<file path="src/rtl/quad_serializer.sv">
// Quad-to-pixel serializer: buffers packed RGB quads in a small FIFO and emits
// one registered pixel per handoff with raster X/Y coordinates and EOL/EOF flags.
module quad_serializer #(
  parameter int BITS_X   = 10,
  parameter int BITS_Y   = 9,
  parameter int H_ACTIVE = 640,
  parameter int V_ACTIVE = 480,
  parameter int DEPTH    = 4
) (
  input  logic              clk,
  input  logic              rst_n,
  input  logic              valid_in,
  input  logic [31:0]       R_quad,
  input  logic [31:0]       G_quad,
  input  logic [31:0]       B_quad,
  output logic              in_ready,
  input  logic              clr_ovf,
  output logic              overflow,
  output logic              pix_valid,
  input  logic              pix_ready,
  output logic [7:0]        pix_r,
  output logic [7:0]        pix_g,
  output logic [7:0]        pix_b,
  output logic [BITS_X-1:0] pix_x,
  output logic [BITS_Y-1:0] pix_y,
  output logic              pix_eol,
  output logic              pix_eof
);

  localparam int PW = $clog2(DEPTH);
  localparam int CW = $clog2(DEPTH + 1);

  typedef struct packed {
    logic [31:0] r;
    logic [31:0] g;
    logic [31:0] b;
  } quad_t;

  quad_t          mem [DEPTH];
  quad_t          in_quad;
  quad_t          src_quad;
  logic [PW-1:0]  rd_ptr, wr_ptr;
  logic [CW-1:0]  count;
  logic [1:0]     lane, nxt_lane;
  logic           full, handoff, pop, push, drop, load, nxt_valid;
  logic [BITS_X-1:0] nxt_x;
  logic [BITS_Y-1:0] nxt_y;

  // Lane 0 lives in the most significant byte.
  function automatic logic [7:0] lane_byte(input logic [31:0] q, input logic [1:0] l);
    case (l)
      2'd0:    return q[31:24];
      2'd1:    return q[23:16];
      2'd2:    return q[15:8];
      default: return q[7:0];
    endcase
  endfunction

  assign in_quad  = '{r: R_quad, g: G_quad, b: B_quad};
  assign full     = (count == CW'(DEPTH));
  assign in_ready = ~full;
  assign handoff  = pix_valid & pix_ready;
  assign pop      = handoff & (lane == 2'd3);
  assign push     = valid_in & (~full | pop);
  assign drop     = valid_in & ~push;
  assign load     = ~pix_valid | handoff;

  // The head quad stays in the FIFO while it is serialized; once it retires,
  // the next pixel comes from the following entry or, if none, straight from
  // the quad arriving on this edge so an idle output fills with latency 1.
  always_comb begin
    // NOTE: every output of this block gets a default first so no latch is inferred.
    nxt_valid = pix_valid;
    nxt_lane  = lane;
    src_quad  = mem[rd_ptr];
    if (handoff && lane != 2'd3) begin
      nxt_valid = 1'b1;
      nxt_lane  = lane + 2'd1;
    end else if (!pix_valid || pop) begin
      nxt_lane = 2'd0;
      if (count > CW'(pop)) begin
        src_quad  = mem[rd_ptr + PW'(pop)];
        nxt_valid = 1'b1;
      end else if (push) begin
        src_quad  = in_quad;
        nxt_valid = 1'b1;
      end else begin
        nxt_valid = 1'b0;
      end
    end
  end

  always_comb begin
    nxt_x = pix_x;
    nxt_y = pix_y;
    if (handoff) begin
      if (pix_x == BITS_X'(H_ACTIVE - 1)) begin
        nxt_x = '0;
        nxt_y = (pix_y == BITS_Y'(V_ACTIVE - 1)) ? '0 : pix_y + 1'b1;
      end else begin
        nxt_x = pix_x + 1'b1;
      end
    end
  end

  // NOTE: the quad storage has no reset; the pointers and count define which entries are live.
  always_ff @(posedge clk) begin
    if (push) mem[wr_ptr] <= in_quad;
  end

  // NOTE: all state below uses non-blocking assignments so every register samples pre-edge values.
  always_ff @(posedge clk or negedge rst_n) begin
    if (!rst_n) begin
      rd_ptr <= '0;
      wr_ptr <= '0;
      count  <= '0;
    end else begin
      if (push) wr_ptr <= wr_ptr + 1'b1;
      if (pop)  rd_ptr <= rd_ptr + 1'b1;
      case ({push, pop})
        2'b10:   count <= count + 1'b1;
        2'b01:   count <= count - 1'b1;
        default: count <= count;
      endcase
    end
  end

  always_ff @(posedge clk or negedge rst_n) begin
    if (!rst_n) begin
      overflow <= 1'b0;
    end else if (drop) begin
      overflow <= 1'b1;
    end else if (clr_ovf) begin
      overflow <= 1'b0;
    end
  end

  always_ff @(posedge clk or negedge rst_n) begin
    if (!rst_n) begin
      pix_valid <= 1'b0;
      lane      <= 2'd0;
      pix_r     <= '0;
      pix_g     <= '0;
      pix_b     <= '0;
    end else if (load) begin
      pix_valid <= nxt_valid;
      lane      <= nxt_lane;
      if (nxt_valid) begin
        pix_r <= lane_byte(src_quad.r, nxt_lane);
        pix_g <= lane_byte(src_quad.g, nxt_lane);
        pix_b <= lane_byte(src_quad.b, nxt_lane);
      end
    end
  end

  // Coordinates advance on every handoff regardless of pixel content.
  always_ff @(posedge clk or negedge rst_n) begin
    if (!rst_n) begin
      pix_x   <= '0;
      pix_y   <= '0;
      pix_eol <= 1'b0;
      pix_eof <= 1'b0;
    end else begin
      pix_x   <= nxt_x;
      pix_y   <= nxt_y;
      pix_eol <= (nxt_x == BITS_X'(H_ACTIVE - 1));
      pix_eof <= (nxt_x == BITS_X'(H_ACTIVE - 1)) && (nxt_y == BITS_Y'(V_ACTIVE - 1));
    end
  end

endmodule
</file>
<file path="config.mk">
export PLATFORM = sky130hd
export DESIGN_NAME = quad_serializer
export DESIGN_NICKNAME = d
export VERILOG_FILES = /design/src/rtl/quad_serializer.sv
export SDC_FILE = /design/constraint.sdc
export NUM_CORES = 1
export LEC_CHECK = 0
export CORE_MARGIN = 1
export CORE_UTILIZATION = 45
export CTS_CLUSTER_SIZE = 30
export DETAILED_ROUTE_END_ITERATION = 7
export PLACE_DENSITY = 0.66
export SLEW_MARGIN = 20
export SYNTH_ARGS = -nofsm -noshare
export SYNTH_HDL_FRONTEND = slang
export SYNTH_SLANG_ARGS = --single-unit
</file>
<file path="constraint.sdc">
create_clock -name clk -period 4.01 [get_ports clk]
set_input_delay 0.401 -clock clk [delete_from_list [all_inputs] [get_ports clk]]
set_output_delay 0.401 -clock clk [all_outputs]
set_load 0.005 [all_outputs]
</file>
Word level (Yosys, flattened, before mapping)
Memories as Yosys holds them, arrays and structs flattened.
Index checks and enable logic that the tools add are counted.
W data, S select, Z words.
- register bits after elaboration: 56
- bits in latches: 0
- RAM bits: 384
- ROM bits: 0
- input port bits: 101
- word-level logic and storage cells: 73
- memories kept: 1
- add/sub/neg operators: 8
- $mul: 0
- div/mod/pow operators: 0
- order comparisons: 1
- equality and inequality tests: 11
- shifts and indexed selects: 0
- multiplexer cells: 22
- bitwise logic cells: 9
- reductions and logical operators: 8
- memory list (name ; depth ; width ; read ports ; clocked after Yosys merged registers in ; wr ports ; line ; RTL):
    mem ; 4 ; 96 ; 2 ; 0 ; 1 ; 39 ; quad_t mem [DEPTH];
- operator list (cell ; number):
    $mux W96 ; 4
    $pmux W8 S3 ; 3
    $mux W9 ; 3
    $eq A10 B10 Y1 const B ; 2
    $mux W10 ; 2
    $eq A9 B9 Y1 const B ; 2
    $add A10 B1 Y10 const B ; 1
    $add A9 B1 Y9 const B ; 1
    $mux W1 ; 7
    $add A2 B1 Y2 const B ; 3
    $eq A2 B2 Y1 const B ; 3
    $pmux W3 S2 ; 1
    $and A1 B1 Y1 ; 4
    $eq A2 B1 Y1 const B ; 2
    $mux W2 ; 2
    $reduce_bool A2 Y1 ; 2
    $add A3 B1 Y3 const B ; 1
    $eq A3 B3 Y1 const B ; 1
    $gt A3 B1 Y1 ; 1
    $not A1 Y1 ; 3
    $sub A3 B1 Y3 const B ; 1
    $add A2 B1 Y2 ; 1
    $logic_and A1 B1 Y1 ; 2
    $logic_not A2 Y1 ; 1
    other kinds (5) ; 6

Depth between registers and ports, before layout
Gate-level depths: netlist of run 1.
- word-level depth: 9
- depth in mapped cells: 12
- gate-level depth less buffers: 11

Least setup slack after synthesis of run 1
OpenSTA, ideal clock, no wires.
- path kind: reg2reg
- from: register lane[0]
- to: memory mem[2][0] in the netlist's numbering, enable pin
- arrival time: 3.560 ns
- required time: 3.544 ns
- setup slack: -0.015 ns
- cell stages (with the launch flop): 7
- path buffers: 1
- clock period less this slack: 4.025 ns
- path through: dfrtp_1 > ha_1 > nand3_1 > inv_2 > o21a_4 > clkbuf_1 > and2_1
- longest elaborated chain between the ends: 6
- RTL lines (element ; line ; RTL):
    start, declared ; 44 ; logic [1:0] lane, nxt_lane;
    start signal, assigned ; 147 ; lane <= nxt_lane;
    $eq A2 B2 Y1 ; 63 ; assign pop = handoff & (lane == 2'd3);
    $and A1 B1 Y1 ; 63 ;
    net pop ; 45 ; logic full, handoff, pop, push, drop, load, nxt_valid;
    $or A1 B1 Y1 ; 64 ; assign push = valid_in & (~full | pop);
    $and A1 B1 Y1 ; 64 ;
    $mux W1 ; 108 ; if (push) mem[wr_ptr] <= in_quad;
    $mux W1 (implied by the code) ; 108 ;
    end, declared ; 39 ;
The timed path passes the listed nets, and every way through them passes these cells.

Worst setup path in the final report of run 1
- from: register lane[0]
- to: register pix_r[7]
- longest elaborated chain between the ends: 9
- elaborated cells on any way between the ends: 26
- RTL lines (element ; line ; RTL):
    $eq A2 B2 Y1 (*) ; 63 ;
    $and A1 B1 Y1 (*) ; 63 ;
    net pop ; 45 ;
    branches (longest 7 deep; another with $mem_v2 Z4 W96) ; - ;
    end signal, assigned ; 149 ; pix_r <= lane_byte(src_quad.r, nxt_lane);
    end, declared ; 21 ; output logic [7:0] pix_r,
Mark *: on every way through the listed nets, which the timed path passes.
A chain may end at the register's enable or synchronous reset.

==> impl_metrics.csv, run 1 <==
group,metric,value,unit
clock_network,htreeDepth,2,
placed_design,hpwl,27.5,mm
yosys,avgSynthCellArea,16.5,µm²
clock_network,post_cts_resize_count,0,
timing,hold_viol,0,
pwr,peakVddDrop,0.000449,V
drt,wl_per_cell,23.1,µm
layout,final_util,0.555,
clock_network,worstSkewPairLatency,0.55,ns
yosys,ys_ff_latch,440,
floorplanning,num_io_pins,149,
worst_setup_path,path_cells,"ha_1 > nand3_1 > inv_2 > o21a_4 > clkinv_4 > a21oi_1 > o32a_2 > nand2_1 > o221ai_1",
timing,timing.final.ws_setup,0.620,ns
worst_setup_path,worstPathMaxFanout,32,
floorplanning,rows,73,
worst_setup_path,cp_num_buf_inv,2,
yosys,async_flop_share,0.127,
layout,area_growth,20.8,%
drt,drtPass1Iterations,5,
drt,ant_nets,0,
yosys,netlist_area,18400,µm²
worst_setup_path,required,4.46,ns
timing,layout_min_cycle_time,3.39,ns
timing,finalSetupViolations,0,
worst_setup_path,cp.arrival,3.84,ns
pwr,p_per_area,736,nW/µm²
layout,layout-drive-gt1-share,0.182,
worst_setup_path,critPathTopFamily,"compound AO/OA/AOI/OAI gates",
drt,wl_met1,17.9,mm
global_route,grt_max_degree,52,
layout,mostFrequentLayoutCells,"384 x edfxtp_1, 147 x clkdlybuf4s50_1, 128 x nand2_1",
placed_design,io_buffers,148,
yosys,synth_largest_area_cell,"edfxtp_1",
drt,routed_via_density,5.77,
timing,post-route-period-util,0.846,
worst_setup_path,cp-end-kind,"register",
global_route,grt_pass1_wl,65.2,mm
yosys,yosysSeqAreaShare,0.704,
layout,multi_input_area,5020,µm²
drt,wl_met2,21.1,mm
drt,wl_met3,2.93,mm
timing,whs,0.400,ns
yosys,netlist_instances,1116,
drt,dr.first_iter.drc_count,858,
floorplanning,core,40000,µm²
timing,worst_pin_slew,0.985,ns
timing,relSlewSlack,0.343,
drt,drcViolationCount,0,
global_route,gr-total-overflow,0,
floorplanning,die_h,204,µm
yosys,synth.net_count,1226,
clock_network,cts_root_buffer,"clkbuf_16",
drt,totalWireLength,42.8,mm
drt,top_layer_used,"met5",
timing,timing.fmax,295,MHz
layout,fillers,3154,
global_route,grtUsageTotal,0.209,
clock_network,clkTransAtPathRegs,0.06,ns
timing,clock_skew,0.00976,ns
timing,slew_viol_final,0,
yosys,synth_enable_flop_cells,384,
yosys,synth_area_leaders,"edfxtp_1 63%, mux4_2 12%, dfrtp_1 7.6%",
floorplanning,start_util,0.459,
yosys,synth_top_area_share,0.628,
status,status,"complete, no violations",
global_route,antenna_found_initial,3,
floorplanning,die_w,204,µm
layout,num-nets-final,1398,
layout,area.sequential,12900,µm²
worst_setup_path,crit_type,"reg -> reg",
worst_setup_path,critPathLaunchType,"register",
clock_network,cts_tree,"done",
worst_setup_path,slowest_delay,0.55,ns
worst_setup_path,cp.depth,9,
worst_hold_path,worstHoldPathType,"in -> async",
clock_network,numCtsBuffers,46,
clock_network,clock_sinks,440,
drt,vias,10700,
yosys,synth_cell_type_count,69,
global_route,grt_pass1_vias,10800,
worst_setup_path,rr_worst_depth,9,
pwr,finalPower,0.0163,W
run,drv_cap,0,
yosys,yosys_warnings,0,
yosys,synth_flop_cell,"edfxtp_1",
timing,fin_setup_tns,0,ns
worst_setup_path,crit_slowest_cell,"o32a_2",
clock_network,cts_buffer_depth,3,
layout,layout_commonest_cell,"edfxtp_1",
floorplanning,design.die.area,41600,µm²
pwr,cellLeakagePower,7.51,nW
placed_design,place_ws,0.632,ns
placed_design,gp_congestion,0.860,
timing,rsz0062_at_grt,"no",
==> metrics by stage <==
stage          cells  instance area, µm²
2_1_floorplan   1116               18400
3_3_place_gp    1764               20600
3_5_place_dp    1764               20600
4_1_cts         1849               22200
5_1_grt         1851               22200
6_report        1852               22200
==> flip-flops by register name, summed over array words and instances, names as in the netlist <==
name       flops
wr_ptr         2
count          3
lane           2
overflow       1
pix_x         10
rd_ptr         2
pix_eol        1
pix_eof        1
pix_b          8
pix_g          8
mem          384
pix_y          9
pix_valid      1
pix_r          8
==> final cells by class <==
cell class	instances	share of cell area
Sequential cell	440	0.583
Clock buffer	60	0.0584
Timing Repair Buffer	185	0.0837
Tap cell	525	0.0296
Antenna cell	2	0.000225
Multi-Input combinational cell	577	0.226
Inverter	38	0.00665
Clock inverter	25	0.0123
==> layer usage <==
metal | vias to the layer above | global-route usage
li1 | 4783 | -
met2 | 422 | 0.345
met5 | - | 0
met1 | 5423 | 0.287
met4 | 2 | 0.0576
met3 | 64 | 0.0359
==> path summary, 6_finish.rpt <==
path,from,end,slack (ns)
hold / removal,rst_n,pix_x[0],0.40
max in group asynchronous,rst_n,rd_ptr[1],2.93
setup / recovery,lane[0],pix_r[7],0.62
min in group clk,B_quad[6],mem[0][6],0.49
hold reg to reg,count[2],count[2],0.52
setup reg to reg,lane[0],pix_r[7],0.62
==> timing repair <==
action,CTS,global route
hold buffers,0,1
endpoints found under the hold margin,0,41
setup buffers,0,0
==> cells in the mapped netlist, types with 3 or more instances <==
master,n
o22ai_1,9
xor2_1,3
clkbuf_1,26
a21oi_1,59
a31oi_1,40
nand2_1,128
buf_6,3
mux2i_1,3
o31ai_1,4
nand3_1,31
nor2_1,36
ha_1,8
o211ai_1,13
xnor2_1,12
and2_1,4
nand4_1,6
mux2_2,9
buf_2,29
a22oi_1,14
o21ai_0,28
mux4_2,97
edfxtp_1,384
o22ai_2,3
dfrtp_1,56
a21oi_2,4
inv_1,35
o221ai_1,8
a22o_1,8
nor3_1,3
==> worst reg2reg max path, cell delays in order (launching register included) <==
cell	delay, ns
dfrtp_1	0.50
ha_1	0.39
nand3_1	0.18
inv_2	0.17
o21a_4	0.45
clkinv_4	0.28
a21oi_1	0.21
o32a_2	0.55
nand2_1	0.33
o221ai_1	0.26
==> cell families after synthesis <==
logic type / share of synthesized area
fa+ha+maj: 0.00654
mux: 0.126
buf+inv: 0.0239
compound gates: 0.0711
flops: 0.704
simple gates: 0.0615
xor+xnor: 0.00715
==> where the power goes <==
group / switching, W / total (W) / internal (W)
registers: 0.000596 / 0.00664 / 0.00605
logic: 0.00292 / 0.00533 / 0.00241
clock network: 0.00171 / 0.00437 / 0.00266
(Power assumes the default switching activity.)
==> inputs of run 2 (changes only) <==
--- a/config.mk
+++ b/config.mk
@@ -9,7 +9,7 @@
 export CORE_UTILIZATION = 45
 export CTS_CLUSTER_SIZE = 30
 export DETAILED_ROUTE_END_ITERATION = 7
-export PLACE_DENSITY = 0.66
+export PLACE_DENSITY = 0.63
 export SLEW_MARGIN = 20
 export SYNTH_ARGS = -nofsm -noshare
 export SYNTH_HDL_FRONTEND = slang
==> constraint.sdc (replaced) <==
create_clock -name clk -period 3.29 [get_ports clk]
set_input_delay 0.329 -clock clk [delete_from_list [all_inputs] [get_ports clk]]
set_output_delay 0.329 -clock clk [all_outputs]
set_load 0.005 [all_outputs]
==> impl_metrics.csv, run 2 (synthesis gave the netlist of run 1 again) <==
group,metric,value,unit
worst_setup_path,required,3.75,ns
floorplanning,die_w,204,µm
timing,fin_setup_tns,0,ns
worst_setup_path,rr_worst_depth,9,
clock_network,clock_sinks,440,
clock_network,clkTransAtPathRegs,0.06,ns
placed_design,hpwl,27.7,mm
layout,top_regs,"mem (384), pix_x (10), pix_y (9)",
layout,diodes,0,
layout,layout-drive-gt1-share,0.184,
timing,worst_pin_slew,1.03,ns
global_route,grt_pass1_wl,65.8,mm
floorplanning,core,40000,µm²
layout,layout_commonest_cell,"edfxtp_1",
layout,num-nets-final,1409,
timing,clock_skew,0.0130,ns
pwr,peakVddDrop,0.000523,V
status,status,"complete, no violations",
drt,ant_nets,0,
clock_network,cts_tree,"done",
global_route,grt_max_degree,53,
worst_setup_path,cp.arrival,3.30,ns
pwr,finalPower,0.0197,W
floorplanning,rows,73,
drt,drtPass1Iterations,5,
drt,drcViolationCount,0,
clock_network,worstSkewPairLatency,0.56,ns
layout,final_util,0.555,
layout,fillers,3186,
timing,finalSetupViolations,0,
layout,area_growth,20.9,%
drt,totalWireLength,42.8,mm
drt,routed_via_density,5.74,
floorplanning,design.die.area,41600,µm²
worst_setup_path,cp-end-kind,"register",
timing,slew_viol_final,0,
clock_network,cts_buffer_depth,3,
floorplanning,start_util,0.459,
clock_network,htreeDepth,2,
run,drv_cap,0,
timing,rsz0062_at_grt,"no",
timing,relSlewSlack,0.290,
worst_hold_path,hold_path_depth,1,
pwr,p_per_area,885,nW/µm²
layout,largest_reg_flops,384,
worst_setup_path,worstPathMaxFanout,16,
clock_network,cts_root_buffer,"clkbuf_16",
clock_network,numCtsBuffers,46,
layout,regMostFlops,"mem",
global_route,gr-total-overflow,0,
drt,wl_per_cell,23.0,µm
timing,layout_min_cycle_time,2.84,ns
global_route,grtUsageTotal,0.212,
timing,hold_viol,0,
placed_design,gp_congestion,0.806,
floorplanning,die_h,204,µm
timing,whs,0.408,ns
clock_network,postCtsSetupRepairBufs,0,
floorplanning,num_io_pins,149,
timing,post-route-period-util,0.863,
pwr,cellLeakagePower,7.52,nW
worst_hold_path,worstHoldPathType,"in -> reg",
global_route,antenna_found_initial,1,
worst_setup_path,crit_type,"reg -> reg",
timing,timing.fmax,352,MHz
layout,mostFrequentLayoutCells,"384 x edfxtp_1, 147 x clkdlybuf4s50_1, 128 x nand2_1",
worst_setup_path,critPathLaunchType,"register",
drt,vias,10700,
drt,dr.first_iter.drc_count,809,
global_route,grt_pass1_vias,10900,
placed_design,io_buffers,148,
==> run 2: cell count changes in the layout (fill, tap and decap cells not counted), moves of 2 or more <==
cell        delta
clkbuf_16      -3
clkinv_1       +7
clkinvlp_4     -2
diode_2        -2
bufinv_16      -2
buf_4          +4
clkbuf_8       -3
buf_12         +6
inv_6          +2
==> run 2: critical path: stages, from the launching register on <==
cell and delay, ns:
dfrtp_1 0.49, ha_1 0.44, nand3_1 0.16, inv_2 0.17, o21a_4 0.27, clkinv_4 0.19, a21oi_1 0.20, o32a_2 0.35
nand2_1 0.24, o221ai_1 0.23
==> run 2: repair_timing <==
action,CTS,global route
hold buffers,1,0
gates resized for setup,0,0
hold endpoints to repair,37,0
==> run 2: final cells by class <==
cell class	count	area, µm²	share of cell area
flip-flops and latches	440	12900	0.582
multi-input cells	577	5020	0.226
repair buffers	196	2010	0.0907
clock buffers	53	1180	0.0530
well taps	525	657	0.0296
clock inverters	31	259	0.0117
inverters	38	148	0.00665
==> run 2: worst paths after layout <==
check | from | end | slack, ns
worst min-delay path | B_quad[21] | mem[2][21] | 0.41
worst max register to register | lane[0] | pix_b[6] | 0.45
max in group asynchronous | rst_n | rd_ptr[1] | 2.01
worst min register to register | count[2] | count[2] | 0.52
worst max-delay path | lane[0] | pix_b[6] | 0.45
min in group asynchronous | rst_n | pix_r[6] | 0.44
==> run 2: routing by layer <==
metal / GRT usage / routed length (µm) / up-vias
li1: - / - / 4802
met1: 0.290 / 17700 / 5457
met2: 0.356 / 21500 / 357
met3: 0.0309 / 2640 / 62
met4: 0.0570 / 994 / 2
met5: 0 / 12 / -
==> run 2: per-stage QoR <==
stage / instances / instance area [µm²] / worst slack, ns
global route: 1860 / 22200 / 0.144
floorplan: 1116 / 18400 / 0.316
CTS: 1860 / 22200 / 0.464
detailed placement: 1775 / 20800 / 0.324
finish: 1860 / 22200 / 0.451
global placement: 1775 / 20800 / 0.407
==> run 2: power breakdown <==
group	internal [W]	total (W)	switching, W	leakage [nW]
Sequential	0.00737	0.00794	0.000573	4.21
Combinational	0.00303	0.00677	0.00374	2.60
Clock	0.00288	0.00495	0.00207	0.705
Total	0.0133	0.0197	0.00638	7.52
==> inputs of run 3 (changes only) <==
--- a/config.mk
+++ b/config.mk
@@ -5,11 +5,12 @@
 export SDC_FILE = /design/constraint.sdc
 export NUM_CORES = 1
 export LEC_CHECK = 0
+export ABC_AREA = 1
 export CORE_MARGIN = 1
 export CORE_UTILIZATION = 45
 export CTS_CLUSTER_SIZE = 30
 export DETAILED_ROUTE_END_ITERATION = 7
-export PLACE_DENSITY = 0.63
+export PLACE_DENSITY = 0.62
 export SLEW_MARGIN = 20
 export SYNTH_ARGS = -nofsm -noshare
 export SYNTH_HDL_FRONTEND = slang
==> impl_metrics.csv, run 3 <==
group,metric,value,unit
status,status,"complete, no violations",
yosys,synth_top_area_share,0.494,
run,drv_cap,0,
layout,area_growth,16.9,%
timing,rsz0062_at_grt,"no",
clock_network,cts_buffer_depth,3,
worst_setup_path,crit_start,"pix_valid",
drt,wl_per_cell,20.6,µm
worst_setup_path,crit_slowest_cell,"dfrtp_1",
drt,drtPass1Iterations,6,
global_route,grt_max_degree,95,
yosys,yosysSeqAreaShare,0.554,
clock_network,cts_hold_buf,1,
yosys,netlist_area,23400,µm²
placed_design,post_dp_cell_area,25700,µm²
worst_setup_path,slowest_delay,0.72,ns
yosys,synth_cell_type_count,34,
layout,largest_reg_flops,384,
timing,worst_pin_slew,0.998,ns
yosys,synth_enable_flop_cells,384,
worst_setup_path,critPathTopFamily,"simple AND/OR/NAND/NOR gates",
floorplanning,die_h,230,µm
drt,ant_nets,0,
worst_setup_path,rr_startpoint,"pix_valid",
yosys,synth_area_leaders,"edfxtp_1 49%, nand2_1 15%, nand3_1 13%",
drt,vias,20700,
floorplanning,rows,83,
placed_design,io_buffers,148,
global_route,antenna_found_initial,0,
worst_setup_path,cp-end-kind,"register",
clock_network,numCtsBuffers,49,
global_route,grt_pass1_wl,116,mm
clock_network,post_cts_resize_count,0,
worst_setup_path,crit_end,"pix_b[3]",
layout,instances_no_fill,3623,
worst_setup_path,critPathLaunchType,"register",
yosys,ys_ff_latch,440,
placed_design,hpwl,46.6,mm
floorplanning,die_w,230,µm
floorplanning,design.die.area,52800,µm²
layout,diodes,0,
placed_design,place_ws,0.198,ns
yosys,netlist_instances,2822,
floorplanning,num_io_pins,149,
worst_setup_path,cp_num_buf_inv,1,
drt,routed_via_density,5.70,
yosys,yosys_warnings,0,
yosys,async_flop_share,0.127,
pwr,p_per_area,964,nW/µm²
drt,totalWireLength,74.5,mm
worst_setup_path,reg2reg_to,"pix_b[3]",
worst_setup_path,cp.depth,14,
layout,layout_commonest_cell,"nand2_1",
worst_setup_path,path_cells,"nand2_4 > nor2_2 > nand3_1 > nand2_2 > buf_12 > nand3_1 > nand2_1 > nand2_1 > nand2_1 > nand2_1 > nand2_1 > nand3_1 > nor2_1 > nor2_1",
pwr,cellLeakagePower,11.4,nW
clock_network,cts_root_buffer,"clkbuf_16",
worst_setup_path,rr_worst_depth,14,
timing,relSlewSlack,0.335,
clock_network,worstSkewPairLatency,0.61,ns
layout,layout-drive-gt1-share,0.0615,
timing,post-route-period-util,0.856,
layout,fillers,4695,
worst_setup_path,worstPathMaxFanout,27,
worst_setup_path,required,3.79,ns
layout,top_regs,"mem (384), pix_x (10), pix_y (9)",
timing,timing.fmax,355,MHz
drt,drcViolationCount,0,
global_route,gr-total-overflow,0,
worst_setup_path,cp.arrival,3.31,ns
yosys,synth_common_cells,"960 x nand2_1, 591 x nand3_1, 384 x edfxtp_1",
placed_design,gp_congestion,0.931,
floorplanning,core,51300,µm²
clock_network,clkTransAtPathRegs,0.06,ns
yosys,avgSynthCellArea,8.28,µm²
timing,layout_min_cycle_time,2.82,ns
timing,whs,0.219,ns
worst_setup_path,crit_type,"reg -> reg",
yosys,synth_flop_cell,"edfxtp_1",
layout,final_cell_area,27300,µm²
yosys,synth_largest_area_cell,"edfxtp_1",
worst_hold_path,worstHoldPathType,"in -> async",
timing,clock_skew,0.0190,ns
timing,finalSetupViolations,0,
clock_network,htreeDepth,2,
timing,timing.final.ws_setup,0.475,ns
clock_network,clock_sinks,440,
pwr,peakVddDrop,0.000712,V
timing,hold_viol,0,
drt,dr.first_iter.drc_count,2353,
worst_setup_path,cp_common_cell,"nand2_1",
yosys,synth.most_common_cell,"nand2_1",
pwr,finalPower,0.0263,W
placed_design,numPlacedInstances,3535,
layout,regMostFlops,"mem",
yosys,synth.net_count,2932,
timing,slew_viol_final,0,
layout,mostFrequentLayoutCells,"957 x nand2_1, 591 x nand3_1, 384 x edfxtp_1",
clock_network,postCtsSetupRepairBufs,0,
floorplanning,start_util,0.455,
clock_network,cts_tree,"done",
layout,num-nets-final,3017,
global_route,grt_pass1_vias,20100,
worst_setup_path,rrSetupSlack,0.47,ns
global_route,grtUsageTotal,0.284,
## run 3: cell types whose count changed in the layout (fill, tap and decap cells not counted), moves of 10 or more
| cell | previous run | this run |
|---|---|---|
| a31oi_1 | 40 | 0 |
| nand3_1 | 31 | 591 |
| nand2_1 | 128 | 957 |
| o211ai_1 | 13 | 0 |
| o22ai_1 | 9 | 25 |
| buf_4 | 33 | 47 |
| o21ai_0 | 27 | 90 |
| inv_1 | 35 | 165 |
| buf_12 | 14 | 24 |
| nor2_1 | 36 | 226 |
| mux4_2 | 97 | 0 |
| nor3_1 | 3 | 46 |
| a22oi_1 | 14 | 0 |
| a21oi_1 | 59 | 28 |
## run 3: worst min-delay path by stage
| stage | cells after the start | slack [ns] | end |
|---|---|---|---|
| after floorplan | 0 | 0.03 | count[0] |
| after global placement | 1 | 0.31 | pix_eol |
| after detailed placement | 1 | 0.30 | pix_eof |
| after CTS | 2 | 0.20 | pix_eof |
| after global routing | 2 | 0.24 | pix_eof |
| final | 2 | 0.22 | pix_eof |
## run 3: cell type report
type / count / area [µm²] / area share
Sequential cell: 440 / 12900 / 0.474
Multi-Input combinational cell: 2021 / 8910 / 0.326
Timing Repair Buffer: 220 / 2320 / 0.0850
Clock buffer: 59 / 1290 / 0.0474
Tap cell: 680 / 851 / 0.0312
Inverter: 175 / 666 / 0.0244
Clock inverter: 28 / 318 / 0.0116
## run 3: report_power, final
group	internal, W	switching, W
Sequential	0.00740	0.000620
Clock	0.00327	0.00229
Combinational	0.00390	0.00882
## run 3: routing by layer
layer / track usage / vias up / part of all wire
met5: 0 / - / 0
met4: 0.124 / 0 / 0.037
met3: 0.0471 / 157 / 0.090
met2: 0.448 / 1038 / 0.46
met1: 0.386 / 9871 / 0.41
li1: - / 9590 / -
## run 3: stage by stage
step,setup TNS (ns),util
CTS,0,0.532
finish,0,0.532
global placement,0,0.500
detailed placement,0,0.500
global route,0,0.532
floorplan,-359.94,-
## run 3: worst register-to-register path, delay by kind of cell (launching register included)
family	cells	cell delay, ns
buf+inv	1	0.21
flops	1	0.72
simple gates	13	1.78
## run 3: kinds of logic after synthesis
kind of cell	Yosys count	share of synthesized area
adders and majority gates	9	0.00514
xor gates and xnor gates	8	0.00300
DFF	440	0.554
and+or+nand+nor	1855	0.337
AOI/OAI and AO/OA	149	0.0339
buffers and inverters	361	0.0671
==> patch 1, RTL diff (config.mk and constraints of run 2) <==
`pix_x` no longer has a reset.
--- a/src/rtl/quad_serializer.sv
+++ b/src/rtl/quad_serializer.sv
@@ -157,10 +157,8 @@
   always_ff @(posedge clk or negedge rst_n) begin
     if (!rst_n) begin
-      pix_x   <= '0;
       pix_y   <= '0;
       pix_eol <= 1'b0;
       pix_eof <= 1'b0;
     end else begin
-      pix_x   <= nxt_x;
       pix_y   <= nxt_y;
       pix_eol <= (nxt_x == BITS_X'(H_ACTIVE - 1));
@@ -169,3 +167,7 @@
   end
 
+  always_ff @(posedge clk) begin
+    pix_x <= nxt_x;
+  end
+
 endmodule
Function: differs if rst_n is asserted again (counterexample within 4 cycles, from zero or initial values and one cycle with rst_n low); with rst_n held inactive, the same outputs for 4 cycles.
==> patch 1 against run 2 <==
- worst setup slack improved by 0.12 ns
- cell area about the same
- sequential power increased by 0.8%
- area after synthesis decreased by 0.27%
- count of clock-buffer cells in the layout increased by 11
- total power increased by 1.0%
- non-clock buffer count increased by 2
- fmax increased by 4.3%
- clock power increased by 1%
- sequential share of layout area decreased by 0.20 points
- sequential cell count unchanged
- die area decreased by 0.27%
- routed wire length increased by 4.6%
==> patch 1: results <==
metrics = {
    "outcome": {
        "status": "completed",
    },
    "synthesis": {
        "synth.area.top_cells": "edfxtp_1, mux4_2, dfrtp_1, nand2_1, a21oi_1",
        "synth_mux_area_frac": 0.1264,
        "ys_seq_area_frac": 0.7030,
        "syn_nets": 1226,
        "async_reset_ff_frac": 0.1045,
        "synth-edff-count": 384,
        "yosys-top-cells-count": "edfxtp_1, nand2_1, mux4_2",
        "ys_types": 70,
        "yosys.area_share.adder": 0.006555,
        "ys.flop_type": "edfxtp_1",
        "synth_compound_area_frac": 0.07128,
        "synth_xor_area_frac": 0.007169,
        "yosysWarnings": 0,
    },
    "clocking": {
        "post_cts_resized": 0,
        "cts-root-buf": "clkbuf_16",
        "clk_pin_slew_ns": 0.06,
        "cts_buffers": 46,
        "h-tree-depth": 2,
        "insertion_delay_ns": 0.58,
        "cts_buffer_depth": 3,
    },
    "placement": {
        "place_ws_ns": 0.3431,
        "numPortBuffers": 148,
        "dp_hpwl_um": 29160,
        "gp_congestion": 0.8671,
    },
    "global_route": {
        "grt_start_max_net_pins": 56,
        "antenna_found_initial": 0,
        "grt_pass1_wl_um": 68250,
        "grt_usage": 0.2232,
    },
    "setup_path": {
        "r2r-start": "lane[0]",
        "path_class": "reg -> reg",
        "crit_path_max_incr_delay_ns": 0.50,
        "critical-path-top-delay-family": "flip-flops",
        "worstPathMaxFanout": 12,
        "slowest_stage": "dfrtp_1",
        "worstPathArrival_ns": 3.19,
    },
    "cells_and_area": {
        "top_regs": "mem: 384 flops, pix_x: 10 flops, pix_y: 9 flops",
        "antenna_cells": 0,
        "drive_gt1_frac": 0.1832,
        "nets": 1411,
    },
    "sta": {
        "clock_skew_ns": 0.01795,
        "max_slew_margin": 0.3908,
    },
    "hold_path": {
        "hold_class": "in -> async",
    },
    "power": {
        "ir_worst_vdd_v": 0.0003978,
        "p_leak_nw": 7.483,
    },
    "routing": {
        "wl_um": 44830,
        "drtPass1Iterations": 5,
        "drt-initial-drc-count": 892,
        "viasPerCell": 5.883,
    },
}
==> patch 1: worst paths after layout <==
check / to / slack (ns) / cells past startpoint
setup / recovery: pix_g[6] / 0.57 / 8
hold / removal: pix_eol / 0.30 / 2
setup reg to reg: pix_g[6] / 0.57 / 8
hold reg to reg: count[2] / 0.54 / 1
max in group asynchronous: pix_y[5] / 2.30 / 3
min in group clk: mem[0][49] / 0.38 / 1
==> patch 1: cells by family after synthesis <==
kind of cell	Yosys count
XOR/XNOR	15
AO/OA/AOI/OAI	203
AND/OR/NAND/NOR	241
adder cells (fa/ha/maj)	9
buffers and inverters	99
multiplexers	109
flip-flops	440
==> patch 1: cell type report <==
type | instances | area (um^2)
sequential | 440 | 12890
clock buffer | 64 | 1259
clock inverter | 20 | 191.4
inverter | 38 | 147.6
tap | 525 | 656.9
timing repair buffer | 198 | 2042
fill | 3074 | 17710
multi-input combinational | 577 | 5022
==> patch 1: what timing repair did <==
| action | CTS | global route |
|---|---|---|
| hold endpoints to repair | 18 | 0 |
| buffers inserted | 0 | 0 |
| hold buffers | 1 | 0 |
==> patch 1: metal layers <==
metal  global-route usage  wire (um)  vias to the layer above
met2               0.3690      22380                      428
met5                    0          0                        -
met4              0.07707       1209                        0
met3              0.03324       2786                       82
met1               0.3028      18450                     5620
li1                     -          -                     4824
==> patch 1: stage by stage <==
stage,cell area [um^2],instances
6_report,22210,1862
3_3_place_gp,20750,1777
4_1_cts,22210,1862
3_5_place_dp,20750,1777
5_1_grt,22210,1862
2_1_floorplan,18330,1116
==> patch 1: report_power, final <==
group / leakage, nW / internal [mW] / total (mW) / switching (mW)
clock network: 0.697 / 2.91 / 5.01 / 2.10
registers: 4.17 / 7.37 / 8.00 / 0.625
logic: 2.62 / 3.07 / 6.86 / 3.79
==> patch 1: worst reg2reg max path: cells and delay by family (launching register included) <==
kind / cells / cell delay [ns]
flip-flops: 1 / 0.50
AO/OA/AOI/OAI: 3 / 0.45
adder cells (fa/ha/maj): 1 / 0.43
buffers and inverters: 1 / 0.41
multiplexers: 1 / 0.38
AND/OR/NAND/NOR: 1 / 0.33
XOR/XNOR: 1 / 0.11
==> patch 2, RTL diff (settings of run 2) <==
Without the edit above. `V_ACTIVE`: 480 -> 256.
--- a/src/rtl/quad_serializer.sv
+++ b/src/rtl/quad_serializer.sv
@@ -5,5 +5,5 @@
   parameter int BITS_Y   = 9,
   parameter int H_ACTIVE = 640,
-  parameter int V_ACTIVE = 480,
+  parameter int V_ACTIVE = 256,
   parameter int DEPTH    = 4
 ) (
Behaviour: no difference found for any inputs over 4 cycles, from zero or initial values and one cycle with rst_n low; that may be too few to reach the edited logic, so the function may still have changed.
==> patch 2 against run 2 <==
- combinational power increased by 4.1%
- total power increased by 2.6%
- routed wire length increased by 12%
- utilization about the same
- sequential cell count unchanged
- cell area increased by 3.3%
- hold slack got worse by 0.020 ns
- cell count increased by 2.7%
- worst setup slack got worse by 0.080 ns
- area after synthesis increased by 3.5%
- global-route usage increased by 1.4 points
- count of clock-buffer cells in the layout increased by 10
- largest cell class unchanged
==> patch 2: results <==
metrics = {
    "synthesis": {
        "yosys-top-cells-count": "edfxtp_1, mux4_2, nand2_1",
        "yosysWarnings": 0,
        "async_reset_ff_frac": 0.1273,
        "ys.flop_type": "edfxtp_1",
        "ys_types": 64,
        "synth_cells": 1155,
        "synth-edff-count": 384,
        "synth.area.top_cells": "edfxtp_1, mux4_2, dfrtp_1, a21oi_1, a22o_1",
        "ys_seq_area_frac": 0.6800,
        "syn_nets": 1265,
    },
    "sta": {
        "worst_pin_slew_ns": 1.124,
        "clock_skew_ns": 0.01168,
        "max_slew_margin": 0.2476,
    },
    "outcome": {
        "status": "completed",
    },
    "clocking": {
        "cts-root-buf": "clkbuf_16",
        "h-tree-depth": 2,
        "cts_buffers": 47,
        "clk_pin_slew_ns": 0.06,
        "post_cts_resized": 0,
        "insertion_delay_ns": 0.59,
        "postCtsSetupBuffers": 0,
        "cts_buffer_depth": 3,
    },
    "global_route": {
        "gr-usage-met3": 0.04387,
        "grt_pass1_wl_um": 73620,
        "use_met2": 0.3502,
        "grt_usage": 0.2261,
        "grt_start_max_net_pins": 39,
        "first_global_vias": 11680,
        "use_met1": 0.3292,
        "antenna_found_initial": 4,
    },
    "placement": {
        "numPortBuffers": 148,
        "dpl.cell_count": 1818,
        "gp_congestion": 0.8535,
        "placed_area_um2": 21480,
        "dp_hpwl_um": 31020,
    },
    "setup_path": {
        "worstPathMaxFanout": 16,
        "cp-startpoint": "lane[0]",
        "worstPathArrival_ns": 3.42,
    },
    "cells_and_area": {
        "drive_gt1_frac": 0.1833,
        "n_fill_cell": 3266,
        "nets": 1446,
        "top_regs": "mem: 384 flops, pix_x: 10 flops, pix_y: 9 flops",
    },
    "routing": {
        "wl_per_cell_um": 25.12,
        "drt-initial-drc-count": 1312,
        "wl_um": 47980,
        "viasPerCell": 6.099,
        "drtPass1Iterations": 5,
    },
    "flow_run": {
        "max-cap-violations": 0,
    },
    "power": {
        "ir_worst_vdd_v": 0.0004661,
        "p_sw_mw": 6.628,
        "p_leak_nw": 7.716,
    },
    "hold_path": {
        "min_from": "R_quad[9]",
        "hold_class": "in -> reg",
    },
}
[patch 2: cell count changes after synthesis, moves of 9 or more]
cell,run 2,this run
a21oi_1,59,76
a2111oi_0,1,11
inv_1,35,9
o221ai_1,8,17
nand2_1,128,77
nor3b_1,1,10
mux2i_1,3,25
a31oi_1,40,13
nor3_1,3,17
nor2_1,36,21
a22o_1,8,34
[patch 2: layout make-up]
class / instances / share of cell area
sequential: 440 / 0.5640
inverter: 13 / 0.002127
tap: 532 / 0.02901
multi-input combinational: 627 / 0.2479
clock inverter: 25 / 0.009162
clock buffer: 63 / 0.05388
antenna: 3 / 0.0003272
timing repair buffer: 207 / 0.09358
[patch 2: stage by stage]
step | setup slack, ns | utilization | hold slack [ns]
detailed placement | 0.3897 | 0.5201 | 0.5011
global placement | 0.4597 | 0.5201 | 0.4969
finish | 0.3708 | 0.5556 | 0.3878
floorplan | 0.1792 | - | 0.03341
global route | 0.1804 | 0.5555 | 0.3477
CTS | 0.3998 | 0.5554 | 0.3423
[patch 2: final timing paths]
check / endpoint / slack, ns / cells after the start
worst max-delay path: pix_b[4] / 0.37 / 10
worst min-delay path: mem[3][73] / 0.39 / 1
worst max register to register: pix_b[4] / 0.37 / 10
worst min register to register: pix_r[0] / 0.54 / 1
max in group asynchronous: rd_ptr[0] / 1.93 / 3
min in group asynchronous: pix_x[6] / 0.40 / 2
[patch 2: power by group through the flow]
stage / logic [mW] / clock network [mW] / registers (mW)
4_1_cts: 7.12 / 5.16 / 8.04
2_1_floorplan: 4.61 / 0 / 7.83
6_report: 7.05 / 5.08 / 8.04
3_5_place_dp: 7.11 / 0 / 8.14
3_3_place_gp: 7.02 / 0 / 8.12
5_1_grt: 7.55 / 5.37 / 8.14
[patch 2: routing by layer]
layer | vias up | share of wire
li1 | 5084 | -
met1 | 6031 | 0.44
met2 | 462 | 0.47
met3 | 70 | 0.069
met4 | 2 | 0.018
met5 | - | 0.00027
[patch 2: cells by family after synthesis]
group / count (synthesis) / share of synthesized area
flip-flops: 440 / 0.6800
AO/OA/AOI/OAI: 262 / 0.09376
AND/OR/NAND/NOR: 208 / 0.05606
multiplexers: 131 / 0.1328
buffers and inverters: 88 / 0.02322
XOR/XNOR: 17 / 0.007830
adder cells (fa/ha/maj): 9 / 0.006316
[patch 2: worst max-delay path: stages, from the launching register on]
cell and delay [ns]:
dfrtp_1 0.51, ha_1 0.44, nand3_4 0.18, inv_2 0.09, buf_4 0.22, o21bai_4 0.10, nor2_2 0.50, buf_4 0.33
a22o_1 0.18, a2111oi_0 0.10, a21oi_1 0.18
